==> config.mk <==
export PLATFORM = sky130hd
export DESIGN_NAME = rf_portb_arbiter
export DESIGN_NICKNAME = d
export VERILOG_FILES = /design/src/rtl/rf_portb_arbiter.sv
export SDC_FILE = /design/constraint.sdc
export NUM_CORES = 1
export LEC_CHECK = 0
export CORE_MARGIN = 4
export CORE_UTILIZATION = 46
export CTS_BUF_LIST = sky130_fd_sc_hd__clkbuf_16
export DETAILED_ROUTE_END_ITERATION = 6
export PLACE_DENSITY = 0.85
export SLEW_MARGIN = 30
export SYNTH_ARGS = -nofsm -noshare
export SYNTH_HDL_FRONTEND = slang
export SYNTH_SLANG_ARGS = --single-unit
export TNS_END_PERCENT = 20
==> constraint.sdc <==
create_clock -name clk -period 4.2 [get_ports clk]
set_input_delay 0.42 -clock clk [delete_from_list [all_inputs] [get_ports clk]]
set_output_delay 0.42 -clock clk [all_outputs]
set_load 0.1 [all_outputs]
==> src/rtl/rf_portb_arbiter.sv <==
// Register-file port B arbiter: round-robin between two writeback sources, with a
// starvation-bounded read class (debug reads and a r1..r31 dump sequencer).
module rf_portb_arbiter #(
  parameter int AW         = 5,
  parameter int DW         = 32,
  parameter int STARVE_LIM = 4
) (
  input  logic          clk,
  input  logic          rst_n,
  input  logic          wr0_valid,
  input  logic [AW-1:0] wr0_addr,
  input  logic [DW-1:0] wr0_data,
  output logic          wr0_ready,
  input  logic          wr1_valid,
  input  logic [AW-1:0] wr1_addr,
  input  logic [DW-1:0] wr1_data,
  output logic          wr1_ready,
  input  logic          rd_valid,
  input  logic [AW-1:0] rd_addr,
  output logic          rd_ready,
  output logic          rd_rvalid,
  output logic [DW-1:0] rd_rdata,
  input  logic          dump_start,
  output logic          dump_busy,
  output logic          dump_valid,
  output logic [AW-1:0] dump_idx,
  output logic [DW-1:0] dump_data,
  output logic          dump_done,
  output logic          rf_web,
  output logic [AW-1:0] rf_addrb,
  output logic [DW-1:0] rf_dinb,
  input  logic [DW-1:0] rf_doutb
);
  localparam int SW = $clog2(STARVE_LIM + 1);

  typedef enum logic [1:0] {IDLE, ISSUE, DRAIN, DONE} dump_state_t;

  dump_state_t   r_state;
  logic          r_rr_wr1;
  logic [SW-1:0] r_starve;
  logic [AW-1:0] r_issue_idx;
  logic          r_p1_rd;
  logic          r_p1_dump;
  logic          r_web;
  logic [AW-1:0] r_addrb;
  logic [DW-1:0] r_dinb;
  logic          r_rvalid;
  logic [DW-1:0] r_rdata;
  logic          r_dump_busy;
  logic          r_dump_valid;
  logic [AW-1:0] r_dump_idx;
  logic [DW-1:0] r_dump_data;
  logic          r_dump_done;

  logic w_dump_req;
  logic w_dbg_req;
  logic w_rd_req;
  logic w_any_wr;
  logic w_force;
  logic w_rd_grant;
  logic w_dbg_grant;
  logic w_dump_grant;
  logic w_wr0_grant;
  logic w_wr1_grant;

  // dump_start wins over a same-cycle debug read only while the sequencer is idle
  always_comb begin
    w_dump_req   = (r_state == ISSUE);
    w_dbg_req    = rd_valid && (((r_state == IDLE) && !dump_start) || (r_state == DONE));
    w_rd_req     = w_dump_req || w_dbg_req;
    w_any_wr     = wr0_valid || wr1_valid;
    w_force      = w_rd_req && (r_starve == SW'(STARVE_LIM));
    w_rd_grant   = w_rd_req && (!w_any_wr || w_force);
    w_dbg_grant  = w_rd_grant && !w_dump_req;
    w_dump_grant = w_rd_grant && w_dump_req;
    w_wr0_grant  = !w_rd_grant && wr0_valid && (!wr1_valid || !r_rr_wr1);
    w_wr1_grant  = !w_rd_grant && wr1_valid && (!wr0_valid || r_rr_wr1);
  end

  assign wr0_ready  = w_wr0_grant;
  assign wr1_ready  = w_wr1_grant;
  assign rd_ready   = w_dbg_grant;
  assign rd_rvalid  = r_rvalid;
  assign rd_rdata   = r_rdata;
  assign dump_busy  = r_dump_busy;
  assign dump_valid = r_dump_valid;
  assign dump_idx   = r_dump_idx;
  assign dump_data  = r_dump_data;
  assign dump_done  = r_dump_done;
  assign rf_web     = r_web;
  assign rf_addrb   = r_addrb;
  assign rf_dinb    = r_dinb;

  always_ff @(posedge clk or negedge rst_n) begin
    if (!rst_n) begin
      r_rr_wr1 <= 1'b0;
      r_starve <= '0;
    end else begin
      if (w_wr0_grant)
        r_rr_wr1 <= 1'b1;
      else if (w_wr1_grant)
        r_rr_wr1 <= 1'b0;
      if (w_rd_grant)
        r_starve <= '0;
      else if (w_rd_req && (w_wr0_grant || w_wr1_grant) && (r_starve != SW'(STARVE_LIM)))
        r_starve <= r_starve + 1'b1;
    end
  end

  // Writes to r0 are accepted but never reach the array
  always_ff @(posedge clk or negedge rst_n) begin
    if (!rst_n) begin
      r_web   <= 1'b0;
      r_addrb <= '0;
      r_dinb  <= '0;
    end else if (w_wr0_grant) begin
      r_web   <= (wr0_addr != '0);
      r_addrb <= wr0_addr;
      r_dinb  <= wr0_data;
    end else if (w_wr1_grant) begin
      r_web   <= (wr1_addr != '0);
      r_addrb <= wr1_addr;
      r_dinb  <= wr1_data;
    end else if (w_dbg_grant) begin
      r_web   <= 1'b0;
      r_addrb <= rd_addr;
    end else if (w_dump_grant) begin
      r_web   <= 1'b0;
      r_addrb <= r_issue_idx;
    end else begin
      r_web   <= 1'b0;
    end
  end

  // Read return: rf_doutb is sampled at the end of the cycle its address is on port B
  always_ff @(posedge clk or negedge rst_n) begin
    if (!rst_n) begin
      r_p1_rd      <= 1'b0;
      r_p1_dump    <= 1'b0;
      r_rvalid     <= 1'b0;
      r_rdata      <= '0;
      r_dump_valid <= 1'b0;
      r_dump_idx   <= '0;
      r_dump_data  <= '0;
    end else begin
      r_p1_rd      <= w_dbg_grant;
      r_p1_dump    <= w_dump_grant;
      r_rvalid     <= r_p1_rd;
      r_dump_valid <= r_p1_dump;
      if (r_p1_rd)
        r_rdata <= rf_doutb;
      if (r_p1_dump) begin
        r_dump_idx  <= r_addrb;
        r_dump_data <= rf_doutb;
      end
    end
  end

  always_ff @(posedge clk or negedge rst_n) begin
    if (!rst_n) begin
      r_state     <= IDLE;
      r_issue_idx <= '0;
      r_dump_busy <= 1'b0;
      r_dump_done <= 1'b0;
    end else begin
      r_dump_done <= 1'b0;
      case (r_state)
        IDLE: begin
          if (dump_start) begin
            r_state     <= ISSUE;
            r_issue_idx <= AW'(1);
            r_dump_busy <= 1'b1;
          end
        end
        ISSUE: begin
          if (w_dump_grant) begin
            if (r_issue_idx == '1)
              r_state <= DRAIN;
            else
              r_issue_idx <= r_issue_idx + 1'b1;
          end
        end
        DRAIN: begin
          if (r_dump_valid && (r_dump_idx == '1)) begin
            r_state     <= DONE;
            r_dump_busy <= 1'b0;
            r_dump_done <= 1'b1;
          end
        end
        DONE:    r_state <= IDLE;
        default: r_state <= IDLE;
      endcase
    end
  end
endmodule

==> results of run 1 <==
## layout make-up
cell class              count  area share, %
well taps                 143          2.103
repair buffers            236          27.47
clock inverters            14          2.544
multi-input cells         327          26.07
flip-flops and latches    124          36.47
inverters                   8         0.3529
clock buffers              17          4.999
## cells by family (layout without fill, tap and decap cells)
logic type / count (synthesis) / after routing
xor gates and xnor gates: 2 / 2
DFF: 124 / 124
and+or+nand+nor: 154 / 154
AOI/OAI and AO/OA: 92 / 92
buffers and inverters: 34 / 275
adders and majority gates: 9 / 9
muxes: 70 / 70
## per-layer routing
metal | GRT usage (%) | up-vias | part of all wire [%]
met1 | 25.49 | 2275 | 38
met2 | 41.21 | 194 | 52
met4 | 8.571 | 0 | 2.8
met3 | 7.160 | 41 | 6.9
li1 | - | 2158 | -
met5 | 0 | - | 0
## per-stage QoR
stage                     cell area (um^2)  setup slack (ns)  hold WS [ns]
after floorplan                       5532             1.209        0.1244
after global placement                7868             1.393        0.4879
after detailed placement              7868             1.338        0.4940
after CTS                             8509             1.112       0.09882
after global routing                  8509            0.9088        0.1186
final                                 8509             1.116       0.06533
## critical path, stage by stage, from the launching register on
cell	delay [ns]
dfrtp_1	0.38
inv_1	0.09
ha_1	0.40
nor2_1	0.30
a211o_1	0.18
nand2_2	0.08
inv_2	0.43
buf_4	0.39
## synth_stat cells, types with 2 or more instances
| cell | count | share of area (%) |
|---|---|---|
| nor2b_1 | 4 | 0.45 |
| nand3_1 | 10 | 0.90 |
| clkbuf_1 | 2 | 0.14 |
| a31oi_1 | 32 | 3.6 |
| or4_1 | 2 | 0.27 |
| and2_1 | 3 | 0.34 |
| buf_6 | 6 | 1.2 |
| nor2_1 | 46 | 3.1 |
| nand2_1 | 77 | 5.2 |
| buf_4 | 8 | 1.1 |
| mux2_2 | 70 | 14 |
| inv_1 | 7 | 0.48 |
| a21oi_1 | 14 | 1.3 |
| o2bb2ai_1 | 3 | 0.48 |
| buf_1 | 4 | 0.27 |
| dfrtp_1 | 124 | 56 |
| a221oi_1 | 6 | 0.95 |
| o311ai_0 | 2 | 0.32 |
| o21ai_0 | 17 | 1.5 |
| ha_1 | 9 | 2.0 |
| buf_2 | 6 | 0.54 |
| a21o_1 | 5 | 0.68 |
| o2111ai_1 | 2 | 0.32 |
| or2_1 | 3 | 0.34 |
## sequential cells by signal (all words and copies together), names as in the netlist
register and flops:
dump_valid 1, dump_data 32, r_p1_dump 1, rf_addrb 5
r_rr_wr1 1, rd_rdata 32, rf_web 1, dump_done 1
dump_busy 1, r_starve 3, dump_idx 5, r_p1_rd 1
rf_dinb 32, r_state 2, r_issue_idx 5, rd_rvalid 1
## worst max-delay path by stage
stage | start | endpoint | slack, ns | cells after the start
finish | r_state[1]$_DFFE_PN0P_ | wr0_ready | 1.12 | 7
global route | r_state[1]$_DFFE_PN0P_ | wr0_ready | 0.91 | 7
CTS | r_state[1]$_DFFE_PN0P_ | wr0_ready | 1.11 | 7
detailed placement | wr0_valid | wr0_ready | 1.34 | 5
global placement | wr0_valid | wr0_ready | 1.39 | 5
floorplan | r_state[1]$_DFFE_PN0P_ | rd_ready | 1.21 | 6
==> impl_metrics.tcl, run 1 <==
set metrics [dict create \
    cts_made_buffers 17 \
    drive_gt1_share_pct 16.67 \
    fin_crit_ns 3.084 \
    viasPerCell 5.372 \
    syn_inst 485 \
    setup_viol 0 \
    status "finished clean" \
    syn_area_um2 5532 \
    critPathMaxFanout 33 \
    fin_worst_skew_ns 0.008340 \
    finalSetupTns_ns 0 \
    wl_um 16020 \
    reg2reg_slack_ns 1.77 \
    required_ns 3.78 \
    syn_area_per_cell_um2 11.41 \
    diodes 0 \
    r2r-start "r_state[1]$_DFFE_PN0P_" \
    yosys.area_share.simple_pct 12.03 \
    synth_xor_area_share_pct 0.3167 \
    critPathLaunchType "register" \
    final_common_cell "clkdlybuf4s50_1" \
    drcViolationCount 0 \
    cts_tree "done" \
    post_cts_resized 0 \
    die_w_um 117.7 \
    clock_path_buffers 2 \
    grt_pass1_wl_um 25730 \
    finalMaxSlewViolations 0 \
    htree_levels 4 \
    fillers 799 \
    portBuffers 230 \
    layout_common_cells "clkdlybuf4s50_1, dfrtp_1, nand2_1" \
    layout.nets 840 \
    vias 4668 \
    ant_nets 0 \
    postCtsSetupBuffers 0 \
    dp_hpwl_um 11490 \
    globalplace.congestion 0.8911 \
    hold_viol_final 0 \
    synth_top_family_by_area "multiplexers" \
    maxCapViolCount 0 \
    relSlewSlack_pct 31.08 \
    r2r_cells 8 \
    dr.pass1.iters 4 \
    die_h_um 117.7 \
    rsz0062_at_grt "false" \
    clockRootBuffer "clkbuf_16" \
    syn-num-nets 611 \
    ys.flop_type "dfrtp_1" \
    start_util_pct 47.63 \
    arrival_ns 2.66 \
    die_area_um2 13840 \
    synth_adder_area_share_pct 2.036 \
    clkSinkCount 124 \
    grt_pass1_vias 4994 \
    grt_max_degree 66 \
    endpoint_kind "output pin" \
    dp_cells 838 \
    core_um2 11610 \
    async_flop_share_pct 100.0 \
    antenna_found_initial 0 \
    regArea_um2 3103 \
    multi_input_area_um2 2218 \
    wire_per_inst_um 18.43 \
    drtIter0Drc 314 \
    ios 231 \
    synth-edff-count 0 \
    fin_cells 869 \
    yosysWarnings 0 \
    syn2layout_area_growth_pct 53.83 \
    clk_latency_ns 0.40 \
    yosysSeqAreaShare_pct 56.10 \
    synth_compound_area_share_pct 11.47 \
    grt-ovfl-total 0 \
    grt_usage_pct 22.97 \
    ctsHoldBuffers 0 \
    synthDistinctLibCells 47 \
    utilization_pct 73.27 \
    worst_hold_path_type "input pin to async pin" \
    synth_mux_area_share_pct 14.25 \
    worst_pin_slew_ns 1.031 \
    path_clk_slew_ns 0.06 \
    fmax_mhz 324.3 \
    path_class "register to output pin" \
    placementRows 39 \
    reg2reg_to "rf_dinb[14]$_DFFE_PN0P_" \
    ys_ff_latch 124 \
    fin_crit_sh_pct 73.42 \
]
Power of run 1 is not shown: default switching activity piles up to over one toggle a cycle in this logic, so the estimate is an artifact.
==> run 2: changes to the inputs <==
CORE_UTILIZATION = 39   (was 46)
PLACE_DENSITY = 0.77   (was 0.85)
clock period = 2.5 ns   (was 4.2 ns; I/O delays follow)
==> run 2 against run 1 <==
  * Die area rose by 17%
  * Register-to-register slack got worse by 1.4 ns
  * Cell count rose by 5.3%
  * Core utilization decreased by 12 points
  * Wire length decreased by 2.0%
  * Critical endpoint unchanged
  * Worst hold slack improved by 0.19 ns
  * Clock-buffer cell count unchanged
  * Global-route usage decreased by 3.3 points
  * Non-clock buffer count grew 9
  * Flip-flop and latch count unchanged
  * Highest routed layer unchanged
  * Clock skew fell by 0.0014 ns
  * Worst setup slack got worse by 1.0 ns
==> impl_metrics.tcl, run 2 (synthesis results as in run 1) <==
set metrics [dict create \
    fin_crit_ns 2.391 \
    syn2layout_area_growth_pct 52.84 \
    grt_max_degree 71 \
    vias 4690 \
    critPathSlowestCell "dfrtp_1" \
    reg2reg_slack_ns 0.34 \
    critPathLaunchType "register" \
    wire_per_inst_um 17.16 \
    clk_latency_ns 0.41 \
    fin_worst_skew_ns 0.006980 \
    path_clk_slew_ns 0.06 \
    fin_cells 915 \
    cp_slowest_stage_delay_ns 0.42 \
    core_um2 13880 \
    die_h_um 127.1 \
    grt_pass1_vias 4938 \
    path_buf_inv 3 \
    dr.pass1.iters 4 \
    globalplace.congestion 0.8489 \
    drcViolationCount 0 \
    drive_gt1_share_pct 32.79 \
    cts_tree "done" \
    regArea_um2 3103 \
    status "finished clean" \
    cp_top_family "flip-flops" \
    r2r-start "r_state[1]$_DFFE_PN0P_" \
    grt_pass1_wl_um 25080 \
    dp_cells 883 \
    hold_ws_ns 0.2565 \
    postCtsSetupBuffers 0 \
    layout.nets 849 \
    multi_input_area_um2 2233 \
    ios 231 \
    endpoint_kind "output pin" \
    clock_path_buffers 2 \
    r2r_cells 8 \
    fillers 1139 \
    fmax_mhz 418.2 \
    diodes 0 \
    cp_cell_sequence "inv_1 -> ha_2 -> nor2_1 -> a211o_1 -> nand2_2 -> inv_6 -> buf_12" \
    start_util_pct 39.85 \
    die_w_um 127.1 \
    worst_hold_path_type "input pin to async pin" \
    clockRootBuffer "clkbuf_16" \
    maxCapViolCount 0 \
    dp_hpwl_um 11720 \
    arrival_ns 2.14 \
    worst_pin_slew_ns 0.4706 \
    die_area_um2 16150 \
    path_class "register to output pin" \
    antenna_found_initial 0 \
    htree_levels 4 \
    drtIter0Drc 233 \
    relSlewSlack_pct 68.62 \
    setup_viol 0 \
    layout_common_cells "dfrtp_1, buf_4, clkdlybuf4s50_1" \
    final_common_cell "dfrtp_1" \
    critPathMaxFanout 33 \
    finalMaxSlewViolations 0 \
    clkSinkCount 124 \
    grt-ovfl-total 0 \
    portBuffers 230 \
    placementRows 43 \
    grt_usage_pct 19.62 \
    required_ns 2.25 \
    fin_crit_sh_pct 95.65 \
    viasPerCell 5.126 \
    cts_made_buffers 17 \
    reg2reg_to "rf_dinb[6]$_DFFE_PN0P_" \
    hold_viol_final 0 \
    ant_nets 0 \
    wl_um 15700 \
]
run 2: worst max path at each step:
stage / to / slack, ns / from / depth (start not counted)
after global placement: wr0_ready / 0.32 / rd_valid / 6
final: wr0_ready / 0.11 / r_state[1]$_DFFE_PN0P_ / 7
after CTS: rd_ready / 0.02 / r_state[1]$_DFFE_PN0P_ / 6
after floorplan: wr1_ready / -0.21 / r_starve[0]$_DFFE_PN0P_ / 5
after detailed placement: r_state[1]$_DFFE_PN0P_ / 0.30 / wr1_valid / 6
after global routing: rd_ready / -0.02 / r_state[1]$_DFFE_PN0P_ / 6
run 2: worst reg2reg max path, cell delays in order, from the launching register on:
cell,delay (ns)
dfrtp_1,0.42
inv_1,0.12
ha_2,0.32
nor2_1,0.12
a211o_1,0.32
nand2_2,0.12
buf_4,0.34
nand2_1,0.13
a31oi_1,0.20
run 2: layout make-up:
| cell class | instances | area share [%] |
|---|---|---|
| tap | 180 | 2.664 |
| inverter | 8 | 0.4144 |
| timing repair buffer | 245 | 26.08 |
| multi-input combinational | 327 | 26.42 |
| sequential | 124 | 36.70 |
| clock inverter | 14 | 2.693 |
| clock buffer | 17 | 5.032 |
run 2: through the flow:
| stage | area [um^2] | setup slack (ns) | utilization, % | setup TNS (ns) |
|---|---|---|---|---|
| 3_5_place_dp | 7774 | 0.3019 | 56.00 | 0 |
| 2_1_floorplan | 5534 | -0.2083 | - | -0.2083 |
| 4_1_cts | 8442 | 0.02262 | 60.82 | 0 |
| 3_3_place_gp | 7774 | 0.3198 | 56.00 | 0 |
| 6_report | 8454 | 0.1086 | 60.91 | 0 |
| 5_1_grt | 8454 | -0.01517 | 60.91 | -0.02112 |
run 2: what timing repair did:
item	in CTS	in global routing
endpoints found under the hold margin	16	0
hold buffers	1	0
pin swaps	0	0
resized for setup	2	3
setup endpoints to repair	2	2
run 2: layer usage:
| layer | up-vias | global-route usage (%) | wire [um] |
|---|---|---|---|
| li1 | 2185 | - | - |
| met1 | 2283 | 23.94 | 6471 |
| met2 | 193 | 32.07 | 7620 |
| met3 | 29 | 7.149 | 1236 |
| met4 | 0 | 7.192 | 372 |
| met5 | - | 0 | 0 |
Power of run 2 is left out for the same reason.
==> run 3: changes to the inputs <==
PLACE_DENSITY = 0.79   (was 0.77)
SLEW_MARGIN = default   (was 30)
==> run 3 against run 2 <==
  * Sequential share of layout area rose by 0.57 points
  * Critical path type unchanged
  * Clock skew hardly changed
  * Cell count decreased by 0.44%
  * Wire length down 3.7%
  * Non-clock buffer count shrank 3
  * Worst setup slack gained 0.057 ns
  * Global-route usage decreased by 0.93 points
  * Critical path depth fell by 1
  * Register-to-register slack improved by 0.02 ns
==> impl_metrics.tcl, run 3 (synthesis results as in run 1) <==
set metrics [dict create \
    status "finished clean" \
    endpoint_kind "output pin" \
    worst_pin_slew_ns 0.6130 \
    multi_input_area_um2 2228 \
    grt-ovfl-total 0 \
    drive_gt1_share_pct 32.28 \
    reg2reg_to "rf_dinb[19]$_DFFE_PN0P_" \
    hold_ws_ns 0.2272 \
    cts_tree "done" \
    grt_max_degree 73 \
    rsz0062_at_grt "false" \
    fin_area_um2 8324 \
    grt_pass1_wl_um 24190 \
    grt_usage_pct 18.69 \
    syn2layout_area_growth_pct 50.49 \
    start_util_pct 39.85 \
    clockRootBuffer "clkbuf_16" \
    relSlewSlack_pct 59.13 \
    postPlaceCellArea_um2 7739 \
    regArea_um2 3103 \
    die_w_um 127.1 \
    drcViolationCount 0 \
    critPathMaxFanout 4 \
    drtIter0Drc 268 \
    dr.pass1.iters 4 \
    required_ns 2.25 \
    cts_made_buffers 17 \
    clk_latency_ns 0.40 \
    dp_hpwl_um 11480 \
    htree_levels 4 \
    clkSinkCount 124 \
    finalMaxSlewViolations 0 \
    final_common_cell "dfrtp_1" \
    finalSetupTns_ns 0 \
    die_area_um2 16150 \
    path_class "register to output pin" \
    diodes 0 \
    viasPerCell 5.030 \
    ios 231 \
    reg2reg_slack_ns 0.36 \
    grt_pass1_vias 4825 \
    path_clk_slew_ns 0.05 \
    die_h_um 127.1 \
    fillers 1138 \
    vias 4582 \
    fin_worst_skew_ns 0.006931 \
    fin_crit_ns 2.334 \
    globalplace.congestion 0.8875 \
    portBuffers 230 \
    worst_hold_path_type "input pin to async pin" \
    layout.nets 846 \
    maxCapViolCount 0 \
    wire_per_inst_um 16.59 \
    r2r-start "r_state[1]$_DFFE_PN0P_" \
    core_um2 13880 \
    arrival_ns 2.08 \
    critPathSlowestCell "dfrtp_1" \
    fmax_mhz 428.4 \
    critPathLaunchType "register" \
    r2r_cells 8 \
    wl_um 15120 \
    fin_crit_sh_pct 93.37 \
    cp_slowest_stage_delay_ns 0.41 \
    setup_viol 0 \
    hold_viol_final 0 \
    layout_common_cells "dfrtp_1, buf_4, clkdlybuf4s50_1" \
    placementRows 43 \
    antenna_found_initial 0 \
    utilization_pct 59.97 \
    clock_path_buffers 2 \
    cp_cell_sequence "inv_1 -> ha_1 -> nor2_1 -> a211oi_2 -> nor2b_2 -> buf_12" \
    ant_nets 0 \
]
-- run 3: cell types whose count changed in the layout (fill, tap and decap cells not counted), moves of 2 or more --
cell | before | now
clkinv_2 | 1 | 6
clkinvlp_4 | 3 | 0
bufinv_16 | 6 | 3
buf_4 | 123 | 121
-- run 3: how the worst max path moves through the flow --
| stage | start | endpoint | cells after the start |
|---|---|---|---|
| detailed placement | wr0_valid | wr0_ready | 5 |
| global placement | wr0_valid | wr0_ready | 5 |
| CTS | r_state[1]$_DFFE_PN0P_ | wr0_ready | 7 |
| finish | r_state[1]$_DFFE_PN0P_ | rd_ready | 6 |
| floorplan | r_starve[0]$_DFFE_PN0P_ | wr1_ready | 5 |
| global route | r_state[1]$_DFFE_PN0P_ | wr0_ready | 7 |
-- run 3: layout make-up --
cell class | count | area share (%)
Clock buffer | 17 | 5.110
Timing Repair Buffer | 242 | 26.06
Inverter | 8 | 0.4509
Sequential cell | 124 | 37.28
Tap cell | 180 | 2.706
Clock inverter | 13 | 1.623
Multi-Input combinational cell | 327 | 26.77
-- run 3: per-stage QoR --
step,cells,setup WS (ns)
2_1_floorplan,485,-0.2083
3_3_place_gp,880,0.3080
3_5_place_dp,880,0.2536
4_1_cts,911,0.04789
5_1_grt,911,0.02259
6_report,911,0.1657
-- run 3: per-layer routing --
metal | GRT usage [%] | share of wire [%]
met5 | 0 | 0
met4 | 6.057 | 1.1
met3 | 5.727 | 7.8
met2 | 31.54 | 50
met1 | 22.99 | 41
-- run 3: worst max-delay path, delay by kind of cell, from the launching register on --
family	cells	cell delay (ns)
AO/OA/AOI/OAI	1	0.30
buffers and inverters	2	0.32
flip-flops	1	0.41
AND/OR/NAND/NOR	2	0.39
adder cells (fa/ha/maj)	1	0.25
-- run 3: what timing repair did --
action / CTS / global route
endpoints found under the setup margin: 2 / 2
setup buffers: 0 / 0
endpoints found under the hold margin: 26 / 0
cloned: 0 / 0
hold buffers: 1 / 0
gates resized for setup: 2 / 3
Power of run 3 is left out for the same reason.
